File: config.mk
export PLATFORM = sky130hd
export DESIGN_NAME = csr_file
export DESIGN_NICKNAME = d
export VERILOG_FILES = /design/src/rtl/csr_file.sv
export SDC_FILE = /design/constraint.sdc
export NUM_CORES = 1
export LEC_CHECK = 0
export CORE_MARGIN = 4
export CORE_UTILIZATION = 30
export DETAILED_ROUTE_END_ITERATION = 12
export GPL_TIMING_DRIVEN = 0
export PLACE_DENSITY = 0.65
export RECOVER_POWER = 50
export SETUP_SLACK_MARGIN = 0.3
export SLEW_MARGIN = 0
export SYNTH_ARGS = -nofsm -noshare
export SYNTH_HDL_FRONTEND = slang
export SYNTH_SLANG_ARGS = --single-unit
File: constraint.sdc
create_clock -name clk -period 2.3 [get_ports clk]
set_clock_uncertainty 0.15 [all_clocks]
set_input_delay 0.46 -clock clk [delete_from_list [all_inputs] [get_ports clk]]
set_output_delay 0.46 -clock clk [all_outputs]
set_load 0.01 [all_outputs]
File: src/rtl/csr_file.sv
// csr_file: machine-mode CSR register file for the 3-stage RV32I pipeline.
// Services decoder CSR strobes (RW/RS/RC and immediate forms), synchronizes the
// timer/external interrupt levels into mip, takes interrupt traps and mret,
// and requests a PC redirect in the same cycle.
//
// Optional build macro: CSR_MCYCLE_EN adds a 64-bit mcycle counter at
// 0xB00 (low) / 0xB80 (high).
//
// Ports:
//   clk, rst_n        clock, asynchronous active-low reset
//   csr_reg_wr/rd     CSR write/read strobes from the decoder
//   funct3            CSR operation (RW/RS/RC, bit 2 selects zimm source)
//   csr_addr          12-bit CSR address
//   rs1_data, zimm    register / immediate source operands
//   pc                PC of the instruction in this stage
//   is_mret           mret in this stage
//   timer_irq/ext_irq asynchronous level interrupts
//   csr_rdata         old value of the addressed CSR (combinational)
//   epc_taken         PC redirect request (combinational)
//   excp_pc           redirect target (combinational)
module csr_file #(
    parameter logic [31:0] MTVEC_RST = 32'h0000_0000
) (
    input  logic        clk,
    input  logic        rst_n,
    input  logic        csr_reg_wr,
    input  logic        csr_reg_rd,
    input  logic [2:0]  funct3,
    input  logic [11:0] csr_addr,
    input  logic [31:0] rs1_data,
    input  logic [4:0]  zimm,
    input  logic [31:0] pc,
    input  logic        is_mret,
    input  logic        timer_irq,
    input  logic        ext_irq,
    output logic [31:0] csr_rdata,
    output logic        epc_taken,
    output logic [31:0] excp_pc
);

    localparam logic [11:0] ADDR_MSTATUS = 12'h300;
    localparam logic [11:0] ADDR_MIE     = 12'h304;
    localparam logic [11:0] ADDR_MTVEC   = 12'h305;
    localparam logic [11:0] ADDR_MEPC    = 12'h341;
    localparam logic [11:0] ADDR_MCAUSE  = 12'h342;
    localparam logic [11:0] ADDR_MIP     = 12'h344;
`ifdef CSR_MCYCLE_EN
    localparam logic [11:0] ADDR_MCYCLE  = 12'hB00;
    localparam logic [11:0] ADDR_MCYCLEH = 12'hB80;
`endif

    localparam logic [31:0] MSTATUS_MASK = 32'h0000_0088;
    localparam logic [31:0] MIE_MASK     = 32'h0000_0880;
    localparam logic [31:0] MTVEC_MASK   = 32'hFFFF_FFFD;
    localparam logic [31:0] MEPC_MASK    = 32'hFFFF_FFFC;
    localparam logic [31:0] MCAUSE_MASK  = 32'h8000_000F;

    logic [31:0] mstatus_q;
    logic [31:0] mie_q;
    logic [31:0] mtvec_q;
    logic [31:0] mepc_q;
    logic [31:0] mcause_q;
    logic [1:0]  tmr_sync_q;
    logic [1:0]  ext_sync_q;
`ifdef CSR_MCYCLE_EN
    logic [63:0] mcycle_q;
`endif

    logic [31:0] mip_val;
    logic [31:0] old_val;
    logic [31:0] src_val;
    logic [31:0] new_val;
    logic [31:0] pend;
    logic [31:0] trap_base;
    logic [31:0] trap_vec;
    logic [3:0]  cause;
    logic        trap;

    // mip is a live view of the synchronized interrupt levels
    always_comb begin
        mip_val     = '0;
        mip_val[7]  = tmr_sync_q[1];
        mip_val[11] = ext_sync_q[1];
    end

    // Current value of the addressed CSR
    always_comb begin
        old_val = '0;
        case (csr_addr)
            ADDR_MSTATUS: old_val = mstatus_q;
            ADDR_MIE:     old_val = mie_q;
            ADDR_MTVEC:   old_val = mtvec_q;
            ADDR_MEPC:    old_val = mepc_q;
            ADDR_MCAUSE:  old_val = mcause_q;
            ADDR_MIP:     old_val = mip_val;
`ifdef CSR_MCYCLE_EN
            ADDR_MCYCLE:  old_val = mcycle_q[31:0];
            ADDR_MCYCLEH: old_val = mcycle_q[63:32];
`endif
            default:      old_val = '0;
        endcase
    end

    // Read-modify-write value; unused funct3 encodings leave the CSR unchanged
    always_comb begin
        src_val = funct3[2] ? {27'b0, zimm} : rs1_data;
        case (funct3[1:0])
            2'b01:   new_val = src_val;
            2'b10:   new_val = old_val | src_val;
            2'b11:   new_val = old_val & ~src_val;
            default: new_val = old_val;
        endcase
    end

    // Interrupt arbitration: external beats timer; vectored mode adds 4*cause
    always_comb begin
        pend      = mie_q & mip_val;
        trap      = rst_n & mstatus_q[3] & (|pend);
        cause     = pend[11] ? 4'd11 : 4'd7;
        trap_base = {mtvec_q[31:2], 2'b00};
        trap_vec  = mtvec_q[0] ? (trap_base + {26'b0, cause, 2'b00}) : trap_base;
    end

    // Outputs are forced low while reset is asserted
    always_comb begin
        csr_rdata = '0;
        epc_taken = 1'b0;
        excp_pc   = '0;
        if (rst_n) begin
            if (csr_reg_rd) begin
                csr_rdata = old_val;
            end
            if (trap) begin
                epc_taken = 1'b1;
                excp_pc   = trap_vec;
            end else if (is_mret) begin
                epc_taken = 1'b1;
                excp_pc   = mepc_q;
            end
        end
    end

    // Two-flop interrupt synchronizers
    always_ff @(posedge clk or negedge rst_n) begin
        if (!rst_n) begin
            tmr_sync_q <= '0;
            ext_sync_q <= '0;
        end else begin
            tmr_sync_q <= {tmr_sync_q[0], timer_irq};
            ext_sync_q <= {ext_sync_q[0], ext_irq};
        end
    end

    // CSR state: a trap flushes the instruction, so its write/mret is dropped
    always_ff @(posedge clk or negedge rst_n) begin
        if (!rst_n) begin
            mstatus_q <= '0;
            mie_q     <= '0;
            mtvec_q   <= MTVEC_RST & MTVEC_MASK;
            mepc_q    <= '0;
            mcause_q  <= '0;
        end else if (trap) begin
            mepc_q    <= pc & MEPC_MASK;
            mcause_q  <= {1'b1, 27'b0, cause};
            mstatus_q <= {24'b0, mstatus_q[3], 3'b0, 1'b0, 3'b0};
        end else begin
            if (csr_reg_wr) begin
                case (csr_addr)
                    ADDR_MSTATUS: mstatus_q <= new_val & MSTATUS_MASK;
                    ADDR_MIE:     mie_q     <= new_val & MIE_MASK;
                    ADDR_MTVEC:   mtvec_q   <= new_val & MTVEC_MASK;
                    ADDR_MEPC:    mepc_q    <= new_val & MEPC_MASK;
                    ADDR_MCAUSE:  mcause_q  <= new_val & MCAUSE_MASK;
                    default:      ;
                endcase
            end
            // Later assignment lets mret override a simultaneous mstatus write
            if (is_mret) begin
                mstatus_q <= {24'b0, 1'b1, 3'b0, mstatus_q[7], 3'b0};
            end
        end
    end

`ifdef CSR_MCYCLE_EN
    // Free-running cycle counter; a written half holds for that cycle
    always_ff @(posedge clk or negedge rst_n) begin
        if (!rst_n) begin
            mcycle_q <= '0;
        end else if (csr_reg_wr && !trap && csr_addr == ADDR_MCYCLE) begin
            mcycle_q[31:0] <= new_val;
        end else if (csr_reg_wr && !trap && csr_addr == ADDR_MCYCLEH) begin
            mcycle_q[63:32] <= new_val;
        end else begin
            mcycle_q <= mcycle_q + 64'd1;
        end
    end
`endif

endmodule

==> results.json <==
{
  "status": "finished, violations left",
  "violations": "setup timing",
  "peakVddDrop_mv": 0.372,
  "hold_end": "tmr_sync_q[1]",
  "synth-edff-count": 0,
  "synth_area_leaders": "dfrtp_1 33%, xnor2_1 7.5%, o22ai_1 5.2%, nor2_1 4.8%, nand2_1 4.2%",
  "grt_util_all_layers_pct": 24.6,
  "worst_slew_pin_slew_ns": 0.877,
  "grt_max_degree": 45,
  "vias": 7237,
  "startpoint_type": "input pin",
  "drtIter0Drc": 840,
  "synth-seq-cells": 74,
  "cp_data_required_time_ns": 1.69,
  "start_util_pct": 30.4,
  "yosys.area.top_type_share_pct": 32.6,
  "clkPwrFrac_pct": 42.6,
  "drive_gt1_share_pct": 47.7,
  "synth-compound-area-share_pct": 25.9,
  "syn_to_final_growth_pct": 80.0,
  "fill_cells": 1542,
  "antenna_found_initial": 0,
  "numCtsBuffers": 9,
  "synthFlopType": "dfrtp_1",
  "globalRoute.totalOverflow": 0,
  "ant_nets": 0,
  "final_cell_mix": "73 x buf_6, 72 x dfrtp_1, 70 x clkdlybuf4s50_1",
  "final_nets": 1079,
  "dr.pass1.iters": 5,
  "synth_xor_area_share_pct": 8.78,
  "timing.rr.start": "ext_sync_q[1]",
  "syn_area_per_cell_um2": 8.07,
  "timing.fmax_mhz": 307,
  "antenna_cells": 0,
  "fin_crit_sh_pct": 142,
  "finalMaxSlewViolations": 0,
  "synth.distinct_cells": 72,
  "grt_pass1_vias": 7160,
  "async_flop_share_pct": 100,
  "hold_path_depth": 0,
  "coreArea_um2": 18700,
  "synthAdderAreaFrac_pct": 0.660,
  "dieArea_um2": 21200,
  "worst_path_max_delay_cell": "clkdlybuf4s25_1",
  "arrival_ns": 2.65,
  "crit_fanout": 22,
  "setup_slack_ns": -0.956,
  "relSlewSlack_pct": 41.5,
  "mostFrequentLayoutCell": "buf_6",
  "path_cells": "clkbuf_1 > clkdlybuf4s25_1 > clkbuf_16 > o21ai_4 > clkbuf_4 > a211oi_2 > clkdlybuf4s15_2",
  "regArea_um2": 1850,
  "p_seq_share_pct": 37.9,
  "ys_seq_area_share_pct": 32.6,
  "num_rows": 50,
  "cpPeakStageDelay_ns": 0.52,
  "ff2ff_setup_slack_ns": 0.02,
  "ios": 156,
  "cts.path.max_buffers": 2,
  "synth_top_area_cell": "dfrtp_1",
  "end_kind": "output pin",
  "setup_viol": 102,
  "die_x_um": 146,
  "synth-simple-area-share_pct": 22.2,
  "totalWireLength_mm": 28.2,
  "clk_latency_ns": 0.35,
  "multi_input_area_um2": 4640,
  "switchingPower_mw": 1.00,
  "portBuffers": 148,
  "cts.sinks": 74,
  "path_delay_family": "buffers and inverters",
  "chipHeight_um": 146,
  "synthMuxAreaShare_pct": 3.81,
  "path_class": "input pin to output pin",
  "rsz0062_at_grt": "true",
  "wl_per_cell_um": 23.1,
  "internal-power_mw": 2.52,
  "hold_class": "register to register",
  "vias_per_cell": 5.91,
  "dpl.hpwl_mm": 17.6,
  "cts_tree": "built",
  "clkTransAtPathRegs_ns": 0.06,
  "ys_warn_count": 0,
  "critical_path_buf_inv_count": 5,
  "synth_top_family_by_area": "compound AO/OA/AOI/OAI gates",
  "rr_endpoint": "mepc_q[11]",
  "h-tree-depth": 3,
  "place_congestion": 0.908,
  "timing.final.crit_period_ns": 3.26,
  "combPwrFrac_pct": 19.4,
  "mappedNetlistArea_um2": 5690,
  "grt_first_pass_wirelength_mm": 41.3,
  "reg2reg_depth": 8,
  "finalSetupTns_ns": -53.37,
  "powerDensity_nw_per_um2": 344,
  "final_util_pct": 54.7,
  "p_leak_nw": 4.04,
  "min_from": "tmr_sync_q[0]",
  "synth_cells": 705,
  "drc_errors": 0,
  "cts_root_buffer": "clkbuf_16",
  "finalHoldViolCount": 0,
  "max_cap_violations": 0,
  "switching_share_pct": 28.5
}
[layer usage]
metal | GRT usage [%] | part of all wire [%]
met5 | 0 | 0
met4 | 10.9 | 4.7
met3 | 5.48 | 9.1
met2 | 39.3 | 47
met1 | 32.0 | 39
[synth_stat cells (7+ instances only)]
cell type	count
nor2_1	72
nand2_1	63
nor2b_1	9
o21ai_0	41
inv_1	19
a21oi_1	37
nand2b_1	25
nor3_1	9
dfrtp_1	74
clkbuf_1	37
nand3_1	23
mux2_2	11
mux2i_1	7
a22oi_1	26
xnor2_1	49
o21ai_1	16
buf_2	11
xor2_1	8
a211oi_1	25
o22ai_1	47
[sequential cells by signal (all words and copies together), names as in the netlist]
| name | count |
|---|---|
| tmr_sync_q | 2 |
| ext_sync_q | 2 |
| mcause_q | 5 |
| mstatus_q | 2 |
| mepc_q | 30 |
| mtvec_q | 31 |
| mie_q | 2 |
[per-stage QoR]
step           cell area [um2]  hold slack, ns  instances  power [mW]  setup slack [ns]
5_1_grt                  10200           0.208       1224        3.60             -1.06
3_5_place_dp              8140           0.191       1089        1.92             -1.84
2_1_floorplan             6340          0.0144        706        1.63            -0.300
6_report                 10200           0.202       1224        3.52            -0.956
3_3_place_gp              8120           0.185       1088        1.91             -5.05
4_1_cts                   9770           0.204       1205        3.46            -0.875
[layout make-up]
| cell class | count | share of cell area [%] |
|---|---|---|
| timing repair buffer | 268 | 24.5 |
| tap | 234 | 2.86 |
| multi-input combinational | 555 | 45.3 |
| inverter | 19 | 0.721 |
| buffer | 58 | 5.50 |
| clock inverter | 6 | 0.636 |
| sequential | 74 | 18.1 |
| clock buffer | 10 | 2.34 |
[power groups by stage]
stage / sequential, mW / combinational [mW] / clock, mW
2_1_floorplan: 1.35 / 0.273 / 0
3_3_place_gp: 1.36 / 0.550 / 0
3_5_place_dp: 1.36 / 0.559 / 0
4_1_cts: 1.33 / 0.630 / 1.50
5_1_grt: 1.34 / 0.719 / 1.55
6_report: 1.33 / 0.684 / 1.50
[worst register-to-register path: stages (launching register included)]
cell	delay [ns]
dfrtp_1	0.41
nand2_4	0.10
buf_6	0.11
buf_4	0.10
a21o_1	0.14
buf_6	0.17
clkbuf_1	0.60
o22ai_1	0.25
a21oi_2	0.17
[repair_timing]
item / 4_1_cts / 5_1_grt
setup endpoints to repair: 133 / 133
gates resized for setup: 467 / 90
pin swaps: 98 / 60
cloned: 5 / 1
hold endpoints to repair: 31 / 0
hold buffers: 2 / 0
setup buffers: 93 / 18
[logic make-up (layout without fill, tap and decap cells)]
family | count (synthesis) | after routing
DFF | 74 | 74
AOI/OAI and AO/OA | 228 | 228
and+or+nand+nor | 245 | 245
buffers and inverters | 77 | 361
xor gates and xnor gates | 57 | 57
other | 1 | 2
muxes | 20 | 20
adders and majority gates | 3 | 3
[worst max-delay path by stage]
stage | from | end | slack, ns | cells past startpoint
3_5_place_dp | rst_n | excp_pc[16] | -1.84 | 7
3_3_place_gp | rst_n | excp_pc[16] | -5.05 | 7
5_1_grt | mie_q[11] | excp_pc[31] | -1.06 | 9
4_1_cts | mie_q[11] | excp_pc[19] | -0.88 | 10
2_1_floorplan | mie_q[11] | excp_pc[31] | -0.30 | 8
6_report | rst_n | excp_pc[16] | -0.96 | 7
Note: power is estimated with default switching activity, not from simulation.
